==> config.mk <==
export PLATFORM = sky130hd
export DESIGN_NAME = chacha_xor
export DESIGN_NICKNAME = d
export VERILOG_FILES = /design/src/rtl/chacha_xor.sv
export SDC_FILE = /design/constraint.sdc
export NUM_CORES = 1
export LEC_CHECK = 0
export ABC_AREA = 1
export BUFFER_PORTS_ARGS = -buffer_cell sky130_fd_sc_hd__buf_2
export CAP_MARGIN = 20
export CORE_ASPECT_RATIO = 0.9
export CORE_UTILIZATION = 46
export DETAILED_ROUTE_END_ITERATION = 8
export PLACE_DENSITY = 0.76
export SKIP_LAST_GASP = 1
export SLEW_MARGIN = 20
export SYNTH_ARGS = -nofsm -noshare
export SYNTH_HDL_FRONTEND = slang
export SYNTH_SLANG_ARGS = --single-unit
==> constraint.sdc <==
create_clock -name clk -period 1.3 [get_ports clk]
set_input_delay 0.065 -clock clk [delete_from_list [all_inputs] [get_ports clk]]
set_output_delay 0.065 -clock clk [all_outputs]
set_load 0.1 [all_outputs]
==> src/rtl/chacha_xor.sv <==
// chacha_xor: XORs a valid/ready message byte stream with keystream bytes
// popped from the ChaCha core's byte read port. Each keystream block is used
// once: the block is retired when all BLOCK_BYTES bytes are consumed or when a
// message ends, and a fresh block is requested through blk_req.
//
// Handshake: a message byte moves when in_valid & in_ready at a rising edge,
// and a result byte moves when out_valid & out_ready at a rising edge.
// in_valid/in_data/in_last are only looked at on such a transfer, and a held
// result keeps out_data/out_last stable until it is taken.
//
// dbg_state encoding: 0 = EMPTY (blk_req high), 1 = FILL, 2 = STREAM.
module chacha_xor #(
  parameter int BLOCK_BYTES = 64,
  parameter int CNT_W       = 16
) (
  input  logic             clk,
  input  logic             rst,
  input  logic             ks_ready,
  input  logic [7:0]       ks_data,
  output logic             ks_read,
  output logic             blk_req,
  input  logic             in_valid,
  input  logic [7:0]       in_data,
  input  logic             in_last,
  output logic             in_ready,
  output logic             out_valid,
  output logic [7:0]       out_data,
  output logic             out_last,
  input  logic             out_ready,
  output logic [CNT_W-1:0] blk_count,
  output logic [1:0]       dbg_state
);

  localparam int BC_W = (BLOCK_BYTES > 1) ? $clog2(BLOCK_BYTES) : 1;
  localparam logic [BC_W-1:0] LAST_IDX = BC_W'(BLOCK_BYTES - 1);

  typedef enum logic [1:0] {
    ST_EMPTY  = 2'd0,
    ST_FILL   = 2'd1,
    ST_STREAM = 2'd2
  } state_t;

  state_t          state;
  logic [BC_W-1:0] byte_cnt;
  logic            fire;
  logic            blk_done;

  // Handshake decode: bytes only move in STREAM with a live block and room in
  // the output register (empty, or being drained this cycle).
  always_comb begin
    blk_req   = (state == ST_EMPTY);
    in_ready  = (state == ST_STREAM) && ks_ready && (!out_valid || out_ready);
    fire      = in_valid && in_ready;
    ks_read   = fire;
    blk_done  = fire && ((byte_cnt == LAST_IDX) || in_last);
    dbg_state = state;
  end

  // Block-tracking FSM plus the output register; draining is independent of
  // state so the final byte of a block leaves while the core is reloaded.
  always_ff @(posedge clk) begin
    if (rst) begin
      state     <= ST_EMPTY;
      byte_cnt  <= '0;
      blk_count <= '0;
      out_valid <= 1'b0;
      out_data  <= 8'h00;
      out_last  <= 1'b0;
    end else begin
      case (state)
        // Wait for the core to drop ready, proving it is being rewritten,
        // so stale keystream is never consumed.
        ST_EMPTY: begin
          if (!ks_ready) state <= ST_FILL;
        end
        ST_FILL: begin
          if (ks_ready) state <= ST_STREAM;
        end
        ST_STREAM: begin
          if (blk_done) begin
            byte_cnt  <= '0;
            blk_count <= blk_count + CNT_W'(1);
            state     <= ST_EMPTY;
          end else if (fire) begin
            byte_cnt <= byte_cnt + BC_W'(1);
          end
        end
        default: state <= ST_EMPTY;
      endcase

      if (fire) begin
        out_valid <= 1'b1;
        out_data  <= in_data ^ ks_data;
        out_last  <= in_last;
      end else if (out_valid && out_ready) begin
        out_valid <= 1'b0;
      end
    end
  end

endmodule
==> Implementation_results.wiki <==
{| class="wikitable"
! Metric !! Value
|-
| Setup TNS after final layout || -1.05 ns
|-
| Cell Area, Synth || 1730 µm²
|-
| Combinational Power Share || 14.4%
|-
| Pin count of the biggest net entering global routing || 17
|-
| Total power density per cell area || 819 nW/µm²
|-
| Area leader, netlist || sky130_fd_sc_hd__dfxtp_1
|-
| Horizontal die dimension || 66.7 µm
|-
| Die outline height || 60.2 µm
|-
| Result of the run || complete, but fails checks
|-
| Total overflow reported by the global router || 0
|-
| Minimum setup slack in the final design || -0.0916 ns
|-
| Slew headroom || 67.7%
|-
| Critical Path Slowest Stage Cell || sky130_fd_sc_hd__dfxtp_4
|-
| Maximum fanout encountered on the critical timing path || 3
|-
| Number of buffers inserted during clock tree synthesis || 5
|-
| Standard cell area after detailed placement || 2320 µm²
|-
| Start point of the worst min-delay path || in_data[0]
|-
| Total clock sinks || 34
|-
| Post-layout nets || 358
|-
| Overall routed net length || 4440 µm
|-
| Highest clock rate || 0.719 GHz
|-
| Top-count cell post-synth || sky130_fd_sc_hd__nand2_1
|-
| Routability congestion estimate from global placement || 0.747
|-
| Seq pwr share || 48.9%
|-
| Max H-tree Level || 2
|-
| Signal arrival time at the worst endpoint || 1.33 ns
|-
| Pre-CTS setup slack || -0.0800 ns
|-
| List of most frequent post-synthesis cells || sky130_fd_sc_hd__nand2_1 (56), sky130_fd_sc_hd__dfxtp_1 (34), sky130_fd_sc_hd__nor2_1 (32)
|-
| Number of max-cap violations || 0
|-
| Number of pins with negative max-slew slack in the final report || 0
|-
| Top-area cell type share of the netlist area || 39.3%
|-
| Final cycle utilization of the critical path || 107%
|-
| Leakage dissipation || 1.20 nW
|-
| Clock Skews || 0.00518 ns
|-
| Crit-path max cell delay || 0.35 ns
|-
| Diodes inserted || 0
|-
| Design internal power || 1.59 mW
|-
| Shortest period the worst path allows || 1.39 ns
|-
| Initial antenna violation count || 0
|-
| Flop and latch count out of synthesis || 34
|-
| DPL Wire Length || 3000 µm
|-
| Clock share of power || 36.8%
|-
| Worst Path Required || 1.24 ns
|-
| Path type of the worst setup path || flop to primary output
|-
| Synthesized Nets || 267
|-
| Global routing usage summed across all routing layers || 23.2%
|-
| Class of the tightest hold or removal check || input pin to flop
|-
| Critical Path Start || out_valid
|-
| Post-route antenna net violation count || 0
|-
| Main area contributors after synthesis || sky130_fd_sc_hd__dfxtp_1 (39%), sky130_fd_sc_hd__nand2_1 (12%), sky130_fd_sc_hd__a21oi_1 (7.2%), sky130_fd_sc_hd__nor2_1 (6.9%), sky130_fd_sc_hd__nand3_1 (6.4%)
|-
| First-pass GRT wire length || 6840 µm
|-
| Number of global-route vias before repair || 1618
|-
| RSZ-0062 raised after global routing || yes
|-
| Avg Inst Size Synth || 7.13 µm²
|-
| Startpoint types || flop
|-
| Residual DRC || 0
|-
| Number of iterations in the first detailed-routing pass || 4
|-
| Gate family responsible for the most delay along the worst path || buffers and inverters
|-
| Crit-path cells || inv_4, nor2_4, nor3_4, buf_6, buf_6, buf_12
|-
| Net switching power figure || 0.569 mW
|-
| Detailed-route wire length per cell || 11.7 µm
|-
| Initial DRC Count || 60
|-
| Highest ir drop seen on vdd || 821 µV
|-
| Fin Hold WS || 0.0752 ns
|-
| Initial Util || 49.8%
|-
| Number of warnings issued by yosys || 0
|-
| Buffer type at the clock tree root || sky130_fd_sc_hd__clkbuf_8
|-
| Predominant post-synthesis flop cell || sky130_fd_sc_hd__dfxtp_1
|-
| Share of cells above drive strength 1 || 40.0%
|-
| Switching power share of the total || 26.4%
|-
| Layout overhead on the synthesized area || 52.2%
|-
| # setup viols final || 20
|-
| Insertion delay to the later sink of the worst-skew pair || 0.28 ns
|-
| Overall power after layout || 2.16 mW
|-
| Clock buffer depth || 2
|-
| TritonCTS clock tree || done
|-
| Slew at the pin closest to its max-slew limit || 0.488 ns
|-
| Port Buf Inserts || 52
|-
| # IOs || 53
|-
| Crit path top cell by count || sky130_fd_sc_hd__buf_6
|-
| Violations in the final reports || setup timing
|-
| Post-Layout Inst Area || 2640 µm²
|-
| Critical path buffer and inverter count || 4
|-
| Count of flip-flops with a built-in enable after synthesis || 0
|-
| Proportion of synthesized chip area in sequential cells || 39.3%
|-
| Number of placement rows || 20
|-
| Proportion of register bits with asynchronous set or reset after synthesis || 0%
|-
| Die Area || 4010 µm²
|-
| Library cells used by synthesis || 25
|-
| Final hold violations || 0
|-
| Worst setup EP type || primary output
|-
| Detail-routed via count per cell || 4.84
|-
| Core footprint || 3480 µm²
|-
| Overall via count from detail_route || 1834
|-
| Startpoint of the worst register-to-register path || byte_cnt[0]
|-
| Mapped Cells || 243
|-
| Clock-pin transition on the worst setup and hold timing paths || 0.07 ns
|}
## flip-flops by register name, indices dropped and copies added, names as in the netlist
name       flops
out_data       8
byte_cnt       6
blk_count     16
out_valid      1
out_last       1
dbg_state      2
## cell usage in the layout (no fill, tap or decap), types with 2 or more instances in the layout
master and n:
sky130_fd_sc_hd__a21oi_1 21, sky130_fd_sc_hd__a21oi_2 4, sky130_fd_sc_hd__buf_12 6, sky130_fd_sc_hd__buf_2 44, sky130_fd_sc_hd__buf_4 31, sky130_fd_sc_hd__buf_6 5, sky130_fd_sc_hd__clkbuf_4 5, sky130_fd_sc_hd__clkbuf_8 6
sky130_fd_sc_hd__dfxtp_1 25, sky130_fd_sc_hd__dfxtp_2 6, sky130_fd_sc_hd__dfxtp_4 3, sky130_fd_sc_hd__inv_1 19, sky130_fd_sc_hd__inv_4 2, sky130_fd_sc_hd__nand2_1 53, sky130_fd_sc_hd__nand2_4 2, sky130_fd_sc_hd__nand3_1 21
sky130_fd_sc_hd__nand3_4 2, sky130_fd_sc_hd__nand3b_1 2, sky130_fd_sc_hd__nor2_1 29, sky130_fd_sc_hd__nor2_2 4, sky130_fd_sc_hd__nor2_4 3, sky130_fd_sc_hd__o21ai_0 10, sky130_fd_sc_hd__o21ai_2 3, sky130_fd_sc_hd__xnor2_1 9
sky130_fd_sc_hd__xor2_1 6
## power groups by stage
stage	clock [mW]	sequential (mW)	combinational (mW)
floorplan	0	1.15	0.107
global placement	0	1.08	0.278
detailed placement	0	1.08	0.282
CTS	0.812	1.05	0.299
global route	0.872	1.06	0.330
finish	0.793	1.05	0.310
## layer usage
layer	track usage, %	routed length (µm)
met5	0	0
met3	7.44	233
met1	28.1	2040
met2	39.8	2150
met4	5.47	15
## final timing paths
path	to	slack (ns)	cells past startpoint
worst max-delay path	ks_read	-0.09	6
worst min-delay path	out_data[0]	0.08	3
worst max register to register	blk_count[11]	-0.07	9
worst min register to register	blk_count[7]	0.50	2
## per-stage QoR
| step | utilization [%] | cells |
|---|---|---|
| finish | 75.8 | 379 |
| global route | 75.8 | 379 |
| CTS | 73.0 | 378 |
| detailed placement | 66.8 | 363 |
| global placement | 66.8 | 363 |
| floorplan | - | 243 |
## cell type report
class,instances,area [µm²]
inverter,22,87.6
multi-input combinational,178,1000
sequential,34,699
clock inverter,1,5.00
clock buffer,7,86.3
timing repair buffer,93,702
tap,44,55.1
fill,249,842
## repair_timing
action,4_1_cts,5_1_grt
setup buffers,6,1
pin swaps,5,3
cloned,0,1
hold buffers,1,0
endpoints found under the hold margin,1,0
gates resized for setup,22,21
setup endpoints to repair,20,39
## worst min-delay path: stages
cell	delay [ns]
sky130_fd_sc_hd__buf_2	0.08
sky130_fd_sc_hd__xnor2_1	0.10
sky130_fd_sc_hd__a21oi_1	0.06
## logic make-up after synthesis
kind of cell	count (synthesis)	synth area share [%]
AO/OA/AOI/OAI	40	11.7
adder cells (fa/ha/maj)	2	1.44
buffers and inverters	31	8.96
flip-flops	34	39.3
XOR/XNOR	15	7.59
AND/OR/NAND/NOR	121	31.0
Note: power is estimated with default switching activity, not from simulation.
